[src/rtl/ioctl_rom_router_pkg.sv]
// Shared types and constants for the ioctl ROM/DIP router.
package ioctl_rom_router_pkg;

  typedef enum logic [1:0] {
    ST_IDLE = 2'd0,
    ST_LO   = 2'd1,
    ST_HI   = 2'd2
  } state_e;

  localparam logic [7:0] DEFAULT_DIP   = 8'hFF;
  localparam logic [7:0] ROM_INDEX_DEF = 8'd0;
  localparam logic [7:0] DIP_INDEX_DEF = 8'd254;

  // Select width that never collapses to zero for a single region.
  function automatic int unsigned region_w(input int unsigned n);
    return (n > 1) ? $clog2(n) : 1;
  endfunction

endpackage

[src/rtl/ioctl_region_decode.sv]
// Maps a byte address to {region, offset} using an ascending base-address table.
module ioctl_region_decode
  import ioctl_rom_router_pkg::*;
#(
  parameter int unsigned                    NUM_REGIONS = 4,
  parameter int unsigned                    ADDR_W      = 27,
  parameter int unsigned                    OUT_AW      = 20,
  parameter logic [NUM_REGIONS*ADDR_W-1:0]  REGION_BASE = '0
) (
  input  logic [ADDR_W-1:0]                       i_addr,
  output logic [region_w(NUM_REGIONS)-1:0]        o_region,
  output logic [OUT_AW-1:0]                       o_offset
);

  localparam int unsigned RW = region_w(NUM_REGIONS);

  logic [ADDR_W-1:0] w_base;
  logic [ADDR_W-1:0] w_diff;

  // Highest region whose base is at or below the address wins.
  always_comb begin
    w_base   = REGION_BASE[ADDR_W-1:0];
    o_region = '0;
    for (int i = 1; i < int'(NUM_REGIONS); i++) begin
      if (i_addr >= REGION_BASE[i*ADDR_W +: ADDR_W]) begin
        o_region = RW'(i);
        w_base   = REGION_BASE[i*ADDR_W +: ADDR_W];
      end
    end
  end

  assign w_diff   = i_addr - w_base;
  assign o_offset = OUT_AW'(w_diff);

endmodule

[src/rtl/ioctl_rom_router.sv]
// Splits the hps_io 16-bit ioctl stream into region-decoded ROM byte writes and captures DIP bytes.
// Optional running byte checksum enabled by defining IOCTL_ROM_ROUTER_CHECKSUM_EN.
module ioctl_rom_router
  import ioctl_rom_router_pkg::*;
#(
  parameter int unsigned                    NUM_REGIONS = 4,
  parameter int unsigned                    ADDR_W      = 27,
  parameter logic [NUM_REGIONS*ADDR_W-1:0]  REGION_BASE = {27'h0030000, 27'h0020000,
                                                           27'h0010000, 27'h0000000},
  parameter int unsigned                    OUT_AW      = 20,
  parameter int unsigned                    DIP_BYTES   = 8,
  parameter logic [7:0]                     ROM_INDEX   = ROM_INDEX_DEF,
  parameter logic [7:0]                     DIP_INDEX   = DIP_INDEX_DEF
) (
  input  logic                                clk_sys,
  input  logic                                reset_n,
  input  logic                                ioctl_download,
  input  logic [7:0]                          ioctl_index,
  input  logic                                ioctl_wr,
  input  logic [ADDR_W-1:0]                   ioctl_addr,
  input  logic [15:0]                         ioctl_dout,
  output logic                                ioctl_wait,
  output logic                                rom_wr,
  input  logic                                rom_ready,
  output logic [region_w(NUM_REGIONS)-1:0]    rom_region,
  output logic [OUT_AW-1:0]                   rom_addr,
  output logic [7:0]                          rom_data,
  output logic [8*DIP_BYTES-1:0]              dip,
  output logic                                rom_done,
  output logic [15:0]                         rom_checksum
);

  localparam int unsigned RW = region_w(NUM_REGIONS);

  state_e            r_state, w_state_nxt;
  logic              r_wait, w_wait_nxt;
  logic              r_wr, w_wr_nxt;
  logic [RW-1:0]     r_region, w_region_nxt;
  logic [OUT_AW-1:0] r_rom_addr, w_rom_addr_nxt;
  logic [7:0]        r_data, w_data_nxt;
  logic [ADDR_W-1:0] r_word_addr;
  logic [7:0]        r_hi_byte;
  logic [8*DIP_BYTES-1:0] r_dip;
  logic              r_rom_dl, r_done_pend, r_done;

  logic              w_rom_dl, w_fall, w_accept, w_rom_word, w_dip_wr;
  logic [ADDR_W-1:0] w_byte_addr;
  logic [RW-1:0]     w_dec_region;
  logic [OUT_AW-1:0] w_dec_offset;

  assign w_rom_dl   = ioctl_download && (ioctl_index == ROM_INDEX);
  assign w_fall     = r_rom_dl && !w_rom_dl;
  assign w_accept   = r_wr && rom_ready;
  assign w_rom_word = ioctl_wr && w_rom_dl;
  assign w_dip_wr   = ioctl_wr && (ioctl_index == DIP_INDEX) &&
                      (ioctl_addr < ADDR_W'(DIP_BYTES));

  // Low byte decodes the live address; high byte decodes the latched address + 1.
  assign w_byte_addr = (r_state == ST_IDLE) ? ioctl_addr : (r_word_addr + ADDR_W'(1));

  ioctl_region_decode #(
    .NUM_REGIONS (NUM_REGIONS),
    .ADDR_W      (ADDR_W),
    .OUT_AW      (OUT_AW),
    .REGION_BASE (REGION_BASE)
  ) u_decode (
    .i_addr   (w_byte_addr),
    .o_region (w_dec_region),
    .o_offset (w_dec_offset)
  );

  always_ff @(posedge clk_sys or negedge reset_n) begin
    if (!reset_n) r_state <= ST_IDLE;
    else          r_state <= w_state_nxt;
  end

  // Next state and next registered outputs; everything holds unless a transition fires.
  always_comb begin
    w_state_nxt    = r_state;
    w_wait_nxt     = r_wait;
    w_wr_nxt       = r_wr;
    w_region_nxt   = r_region;
    w_rom_addr_nxt = r_rom_addr;
    w_data_nxt     = r_data;
    case (r_state)
      ST_IDLE: begin
        if (w_rom_word) begin
          w_state_nxt    = ST_LO;
          w_wait_nxt     = 1'b1;
          w_wr_nxt       = 1'b1;
          w_region_nxt   = w_dec_region;
          w_rom_addr_nxt = w_dec_offset;
          w_data_nxt     = ioctl_dout[7:0];
        end
      end
      ST_LO: begin
        if (w_accept) begin
          w_state_nxt    = ST_HI;
          w_region_nxt   = w_dec_region;
          w_rom_addr_nxt = w_dec_offset;
          w_data_nxt     = r_hi_byte;
        end
      end
      ST_HI: begin
        if (w_accept) begin
          w_state_nxt = ST_IDLE;
          w_wait_nxt  = 1'b0;
          w_wr_nxt    = 1'b0;
        end
      end
      default: begin
        w_state_nxt = ST_IDLE;
        w_wait_nxt  = 1'b0;
        w_wr_nxt    = 1'b0;
      end
    endcase
  end

  always_ff @(posedge clk_sys or negedge reset_n) begin
    if (!reset_n) begin
      r_wait      <= 1'b0;
      r_wr        <= 1'b0;
      r_region    <= '0;
      r_rom_addr  <= '0;
      r_data      <= '0;
      r_word_addr <= '0;
      r_hi_byte   <= '0;
    end else begin
      r_wait     <= w_wait_nxt;
      r_wr       <= w_wr_nxt;
      r_region   <= w_region_nxt;
      r_rom_addr <= w_rom_addr_nxt;
      r_data     <= w_data_nxt;
      if (r_state == ST_IDLE && w_rom_word) begin
        r_word_addr <= ioctl_addr;
        r_hi_byte   <= ioctl_dout[15:8];
      end
    end
  end

  // DIP capture is independent of the ROM word path and never stalls hps_io.
  always_ff @(posedge clk_sys or negedge reset_n) begin
    if (!reset_n) begin
      r_dip <= {DIP_BYTES{DEFAULT_DIP}};
    end else begin
      for (int i = 0; i < int'(DIP_BYTES); i++) begin
        if (w_dip_wr && (ioctl_addr == ADDR_W'(i))) r_dip[8*i +: 8] <= ioctl_dout[7:0];
      end
    end
  end

  // End-of-download pulse waits until the in-flight word has fully drained.
  always_ff @(posedge clk_sys or negedge reset_n) begin
    if (!reset_n) begin
      r_rom_dl    <= 1'b0;
      r_done_pend <= 1'b0;
      r_done      <= 1'b0;
    end else begin
      r_rom_dl    <= w_rom_dl;
      r_done      <= (r_done_pend || w_fall) && (r_state == ST_IDLE);
      r_done_pend <= (r_done_pend || w_fall) && (r_state != ST_IDLE);
    end
  end

`ifdef IOCTL_ROM_ROUTER_CHECKSUM_EN
  logic        w_rise;
  logic [15:0] r_csum;

  assign w_rise = !r_rom_dl && w_rom_dl;

  always_ff @(posedge clk_sys or negedge reset_n) begin
    if (!reset_n)      r_csum <= '0;
    else if (w_rise)   r_csum <= '0;
    else if (w_accept) r_csum <= r_csum + 16'(r_data);
  end

  assign rom_checksum = r_csum;
`else
  assign rom_checksum = 16'h0000;
`endif

  assign ioctl_wait = r_wait;
  assign rom_wr     = r_wr;
  assign rom_region = r_region;
  assign rom_addr   = r_rom_addr;
  assign rom_data   = r_data;
  assign dip        = r_dip;
  assign rom_done   = r_done;

endmodule

[config.mk]
export PLATFORM = sky130hd
export DESIGN_NAME = ioctl_rom_router
export DESIGN_NICKNAME = d
export VERILOG_FILES = /design/src/rtl/ioctl_rom_router_pkg.sv /design/src/rtl/ioctl_region_decode.sv /design/src/rtl/ioctl_rom_router.sv
export SDC_FILE = /design/constraint.sdc
export NUM_CORES = 1
export LEC_CHECK = 0
export BUFFER_PORTS_ARGS = -buffer_cell sky130_fd_sc_hd__buf_2
export CAP_MARGIN = 20
export CORE_MARGIN = 2
export CORE_UTILIZATION = 30
export DETAILED_ROUTE_END_ITERATION = 10
export PLACE_DENSITY_LB_ADDON = 0.2
export SLEW_MARGIN = 25
export SYNTH_ARGS = -nofsm -noshare
export SYNTH_HDL_FRONTEND = slang
export SYNTH_SLANG_ARGS = --single-unit
[constraint.sdc]
create_clock -name clk_sys -period 4.3 [get_ports clk_sys]
set_input_delay 0 -clock clk_sys [delete_from_list [all_inputs] [get_ports clk_sys]]
set_output_delay 0 -clock clk_sys [all_outputs]
set_load 0.03 [all_outputs]
Word-level counts from Yosys, hierarchy flattened:

Cells that the tools add are included.

* latch bits: 0
* register bits: 135
* word-level logic and storage cells: 88
* input port bits: 56
* ROM bits: 0
* memories: 0
* output and inout bits: 113
* RAM bits: 0

* bitwise gates (word level): 1
* eq/ne operators: 13
* $lt $le $gt $ge: 4
* multiply operators: 0
* reduce and logical (&&, ||, !) cells: 27
* div/mod/pow operators: 0
* add/subtract/negate cells: 2
* muxes and demuxes: 23
* shifts and indexed selects: 0

Operator list (number)
* $eq 27x3->1 const B: 4
* $eq 27x2->1 const B: 2
* $ge 27x18->1 const B: 2
* $mux 20: 2
* $pmux 20 s2: 1
* $mux 18: 2
* $add 27x1->27 const B: 1
* $eq 27x1->1 const B: 1
* $ge 27x17->1 const B: 1
* $logic_not 27->1: 1
* $lt 27x4->1 const B: 1
* $mux 27: 1
* $sub 20x18->20: 1
* $logic_and 1x1->1: 17
* $mux 17: 1
* $mux 8: 2
* $pmux 8 s2: 1
* $mux 2: 7
* $reduce_and 3->1: 3
* $eq 8x8->1 const B: 1
* $logic_not 8->1: 1
* $ne 2x2->1 const B: 3
* $pmux 2 s3: 1
* $pmux 2 s2: 1
* other kinds (9): 12

Longest topological paths before layout:

* depth in word-level cells: 9
* depth in mapped cells: 14
* mapped depth without buffers: 13

By module:

From an unflattened synthesis, not the netlist that was laid out.

* cells, all modules: 540
* area total of the unflattened synthesis: 6658.9 um^2

By module, submodules not included
* ioctl_rom_router: cells each 506, times used 1, seq. area each 3458.3 um^2, area each 6408.6 um^2
* ioctl_region_decode: cells each 34, times used 1, seq. area each 0.0 um^2, area each 250.2 um^2

Least setup slack after synthesis:

Ideal clock, no wire load.

* kind: reg-to-reg
* from: reg r_word_addr[0]
* to: reg r_rom_addr[19] (netlist: rom_addr[19])
* cell stages (with the launch flop): 14
* slack: 1.109 ns
* setup time: 0.077 ns
* data arrival time: 3.113 ns
* required time: 4.223 ns
* clock period less this slack: 3.191 ns
* buffers on the path: 1
* path through: dfrtp_1 ha_1 and3_1 clkbuf_4 nand3_4 or4_1 a2111o_1 a221o_1 nor2_2 nand2_1 ha_1 o21ba_2 o21a_1 a21oi_1

* longest elaborated chain between the ends: 9
* elaborated cells between the ends (all ways): 12
* those cells by class: add/sub: 2; order compare: 3; mux: 7

Ends and longest elaborated chain
* start, declared: line ioctl_rom_router.sv:41 `logic [ADDR_W-1:0] r_word_addr;`
* start signal, assigned: line ioctl_rom_router.sv:135 `r_word_addr <= ioctl_addr;`
* $add 27x1->27 (*): line ioctl_rom_router.sv:59 `assign w_byte_addr = (r_state == ST_IDLE) ? ioctl_addr : (r_word_addr + ADDR_W'(1));`
* $mux 27 (*): line ioctl_rom_router.sv:59
* $ge 27x17->1: line ioctl_region_decode.sv:25 `if (i_addr >= REGION_BASE[i*ADDR_W +: ADDR_W]) begin`
* $mux 17: line ioctl_region_decode.sv:25
* $mux 18 (2 in a row): line ioctl_region_decode.sv:25
* $sub 20x18->20 (*): line ioctl_region_decode.sv:32 `assign w_diff = i_addr - w_base;`
* $mux 20, on equally long branches: line ioctl_rom_router.sv:97, ioctl_rom_router.sv:87
* $pmux 20 s2 (*): line ioctl_rom_router.sv:85 `case (r_state)`
* end signal, assigned: line ioctl_rom_router.sv:132 `r_rom_addr <= w_rom_addr_nxt;`
* end, declared: line ioctl_rom_router.sv:39 `logic [OUT_AW-1:0] r_rom_addr, w_rom_addr_nxt;`

Mark *: on every way between the ends. The rest lies on a longest branch, timed or not. The select of a mux whose other input is x is not followed.
A chain may end at the register's enable or synchronous reset.

Final worst setup path:

Ends and elaborated chain as after synthesis.

==> out/results.txt <==
Run status: finished clean
Share of the synthesized area in the top cell type: 28.7%
Clock Power Share: 47.8%
PortBufs: 152
Area Overhead vs Synth: 32.1%
Area of the multi-input gates: 0.00255 mm^2
Cts repair resizes: 0
Final hold vios: 0
Drt initial violations: 158
Layout Skew: 0.00966 ns
Vias in the first global route: 4951
Pwr/cell area: 368 mW/mm^2
Total GRT Usage: 15.8%
Final max-slew violation count: 0
RSZ-0062 raised after global routing: no
Startpoint Class: register
Final nets: 766
DR vias/cell: 4.67
Slowest CP cell: or4_1
Max Fclk: 289 MHz
Total Neg Setup Slack: 0 ns
Design area: 0.00818 mm^2
Max VDD drop: 0.000254 V
Syn avg cell area: 12.1 um^2
Detailed Route WL: 16900 um
Worst Path Arrival: 3.80 ns
Required @ worst endpoint: 4.64 ns
CP max FO: 5
GR peak layer: met2
Yosys reg bits: 135
Relative max-transition margin: 39.4%
RePlAce Congestion: 0.782
Antenna Nets Post-Route: 0
Clk buf depth: 2
Clock latency on the worst-skew pair: 0.42 ns
Primary FF master, synth: dfrtp_1
Minimum clock period: 3.46 ns
Die width: 148 um
CP peak stage delay: 0.53 ns
Die height: 148 um
First-pass GRT wire length: 26700 um
Post-DP HPWL: 12400 um
NetSw: 0.756 mW
Routed wire per std cell: 17.1 um
Type of the worst setup path: reg2reg
FFs w/ async S/R, synth: 100%
Combinational power share: 8.4%
YS warnings: 0
Die area: 0.0218 mm^2
CP Cell Sequence: ha_1, and3_1, nand3_4, or4_1, a2111o_1, a221o_1, nor2_2, nand2_1, ha_1, o21ba_2, o21a_1, a21oi_1
Hold Buf Count CTS: 41
Core area: 0.0202 mm^2
Drt drc: 0
Via count: 4639
Number of synthesized flops with an enable pin: 0
Share of layout cells above drive strength 1: 51.4%
Clk sinks: 135
Register area share after synthesis: 55.9%
Leak pwr: 3.96 nW
Most frequent cells after synthesis: mux2_2 (99), dfrtp_1 (71), dfstp_2 (64)
Fill count: 1954
Global routing usage on met1: 19.1%
Total grt overflow: 0
Post-CTS Repair Setup Buffers: 0
Final setup fails: 0
Placed Area: 0.00717 mm^2
Largest net degree at the start of global routing: 97
Dominant cells by area after synthesis: dfrtp_1 (29%), dfstp_2 (27%), mux2_2 (18%)
DRT Pass-1 Iters: 4
FF-to-FF setup slack: 0.84 ns
Register share of total power: 43.8%
Core Rows: 52
Area taken by flip-flops and latches: 0.00346 mm^2
Worst Hold Class: in2reg
Reg clk slew, reported paths: 0.06 ns
Post-synth top area cell: dfrtp_1
CP most frequent cell: ha_1
GR Util met3: 6.17%
Num CTS Buffers: 17
Syn Std Cell Area: 0.00619 mm^2
Initial Util: 30.6%
Period utilization: 80.5%
CTS H-tree depth: 4
Syn Inst Count: 513
Netlist cell types: 53
CTS tree: yes
Crit end category: register
Internal power: 2.25 mW
Number of antenna violations at the first check in global routing: 5
Sw Ratio: 25.2%
Slew @ Worst Pin: 0.909 ns
Max Cap Violations: 0
Top-count cell post-synth: mux2_2
Clock root buffer: clkbuf_16
# IOs: 169
Grt met2 use: 26.4%
worst paths after layout:
kind / from / end / cells after the start
max in group asynchronous: reset_n / rom_addr[7] / 3
worst max register to register: r_word_addr[0] / rom_addr[19] / 12
worst min-delay path: ioctl_dout[3] / dip[51] / 2
min in group asynchronous: reset_n / rom_addr[18] / 2
worst max-delay path: r_word_addr[0] / rom_addr[19] / 12
worst min register to register: rom_addr[8] / rom_addr[8] / 2
area by class of cell:
type                       instances  share of cell area [%]
antenna                            3                  0.0918
clock buffer                      22                    6.32
clock inverter                    10                   0.933
inverter                           4                   0.184
multi-input combinational        351                    31.2
sequential                       135                    42.3
tap                              270                    4.13
timing repair buffer             198                    14.9
layer usage:
| layer | vias up | wire length (um) |
|---|---|---|
| met3 | 20 | 1230 |
| met2 | 150 | 8110 |
| li1 | 2185 | - |
| met1 | 2280 | 7390 |
| met4 | 4 | 184 |
| met5 | - | 27 |
sequential cells by signal, summed over array words and instances, names as in the netlist, 2 cells and up:
name	cells
rom_data	8
rom_addr	20
r_hi_byte	8
rom_region	2
r_state	2
r_word_addr	27
dip	64
metrics by stage:
step | util, % | setup slack, ns | power, mW | hold slack (ns) | instances
2_1_floorplan | - | 1.11 | 1.46 | -0.296 | 528
3_3_place_gp | 35.4 | 0.958 | 1.56 | 0.131 | 917
3_5_place_dp | 35.4 | 0.863 | 1.57 | 0.139 | 917
4_1_cts | 40.4 | 0.853 | 3.05 | 0.00128 | 990
5_1_grt | 40.4 | 0.698 | 3.13 | 0.0175 | 993
6_report | 40.4 | 0.837 | 3.01 | 0.0100 | 993
power by group through the flow:
stage | registers [mW] | logic [mW] | clock network [mW]
CTS | 1.32 | 0.258 | 1.47
finish | 1.32 | 0.253 | 1.44
detailed placement | 1.34 | 0.228 | 0
global route | 1.32 | 0.278 | 1.53
global placement | 1.34 | 0.226 | 0
floorplan | 1.36 | 0.100 | 0
kinds of logic (layout without fill, tap and decap cells):
family / Yosys count / after routing / share of synthesized area [%]
and+or+nand+nor: 147 / 147 / 11.9
DFF: 135 / 135 / 55.9
muxes: 107 / 107 / 19.3
AOI/OAI and AO/OA: 62 / 62 / 6.12
buffers and inverters: 42 / 234 / 3.92
xor gates and xnor gates: 16 / 16 / 2.26
adders and majority gates: 3 / 3 / 0.606
other: 1 / 19 / 0.0606
critical path, delay by kind of cell, from the launching register on:
family          cells  cell delay, ns
simple gates        5            1.19
compound gates      5            1.35
flops               1            0.39
fa+ha+maj           2            0.45
layout by cell type (no fill, tap or decap), types with 3 or more instances in the layout:
| master | Yosys | layout |
|---|---|---|
| o31ai_1 | 3 | 3 |
| nand3_1 | 17 | 16 |
| a21oi_1 | 16 | 16 |
| and3_1 | 5 | 5 |
| mux2_2 | 99 | 99 |
| mux2i_1 | 8 | 8 |
| conb_1 | 1 | 16 |
| inv_6 | 0 | 5 |
| and4_1 | 3 | 3 |
| nand4_1 | 6 | 6 |
| a31oi_1 | 4 | 4 |
| xnor2_1 | 7 | 7 |
| dfstp_2 | 64 | 64 |
| dlygate4sd3_1 | 0 | 41 |
| diode_2 | 0 | 3 |
| dfrtp_1 | 71 | 71 |
| o21ai_0 | 25 | 25 |
| clkbuf_8 | 0 | 3 |
| buf_2 | 2 | 151 |
| nand2_1 | 52 | 52 |
| or3_1 | 3 | 3 |
| o211ai_1 | 4 | 4 |
| nor3_1 | 5 | 5 |
| clkbuf_16 | 0 | 19 |
| buf_4 | 17 | 5 |
| clkinv_2 | 0 | 3 |
| xor2_1 | 9 | 9 |
| inv_1 | 4 | 4 |
| nor2_1 | 28 | 28 |
| ha_1 | 3 | 3 |
| nor4_1 | 7 | 7 |
No activity file was read; power rests on OpenSTA's default activity.
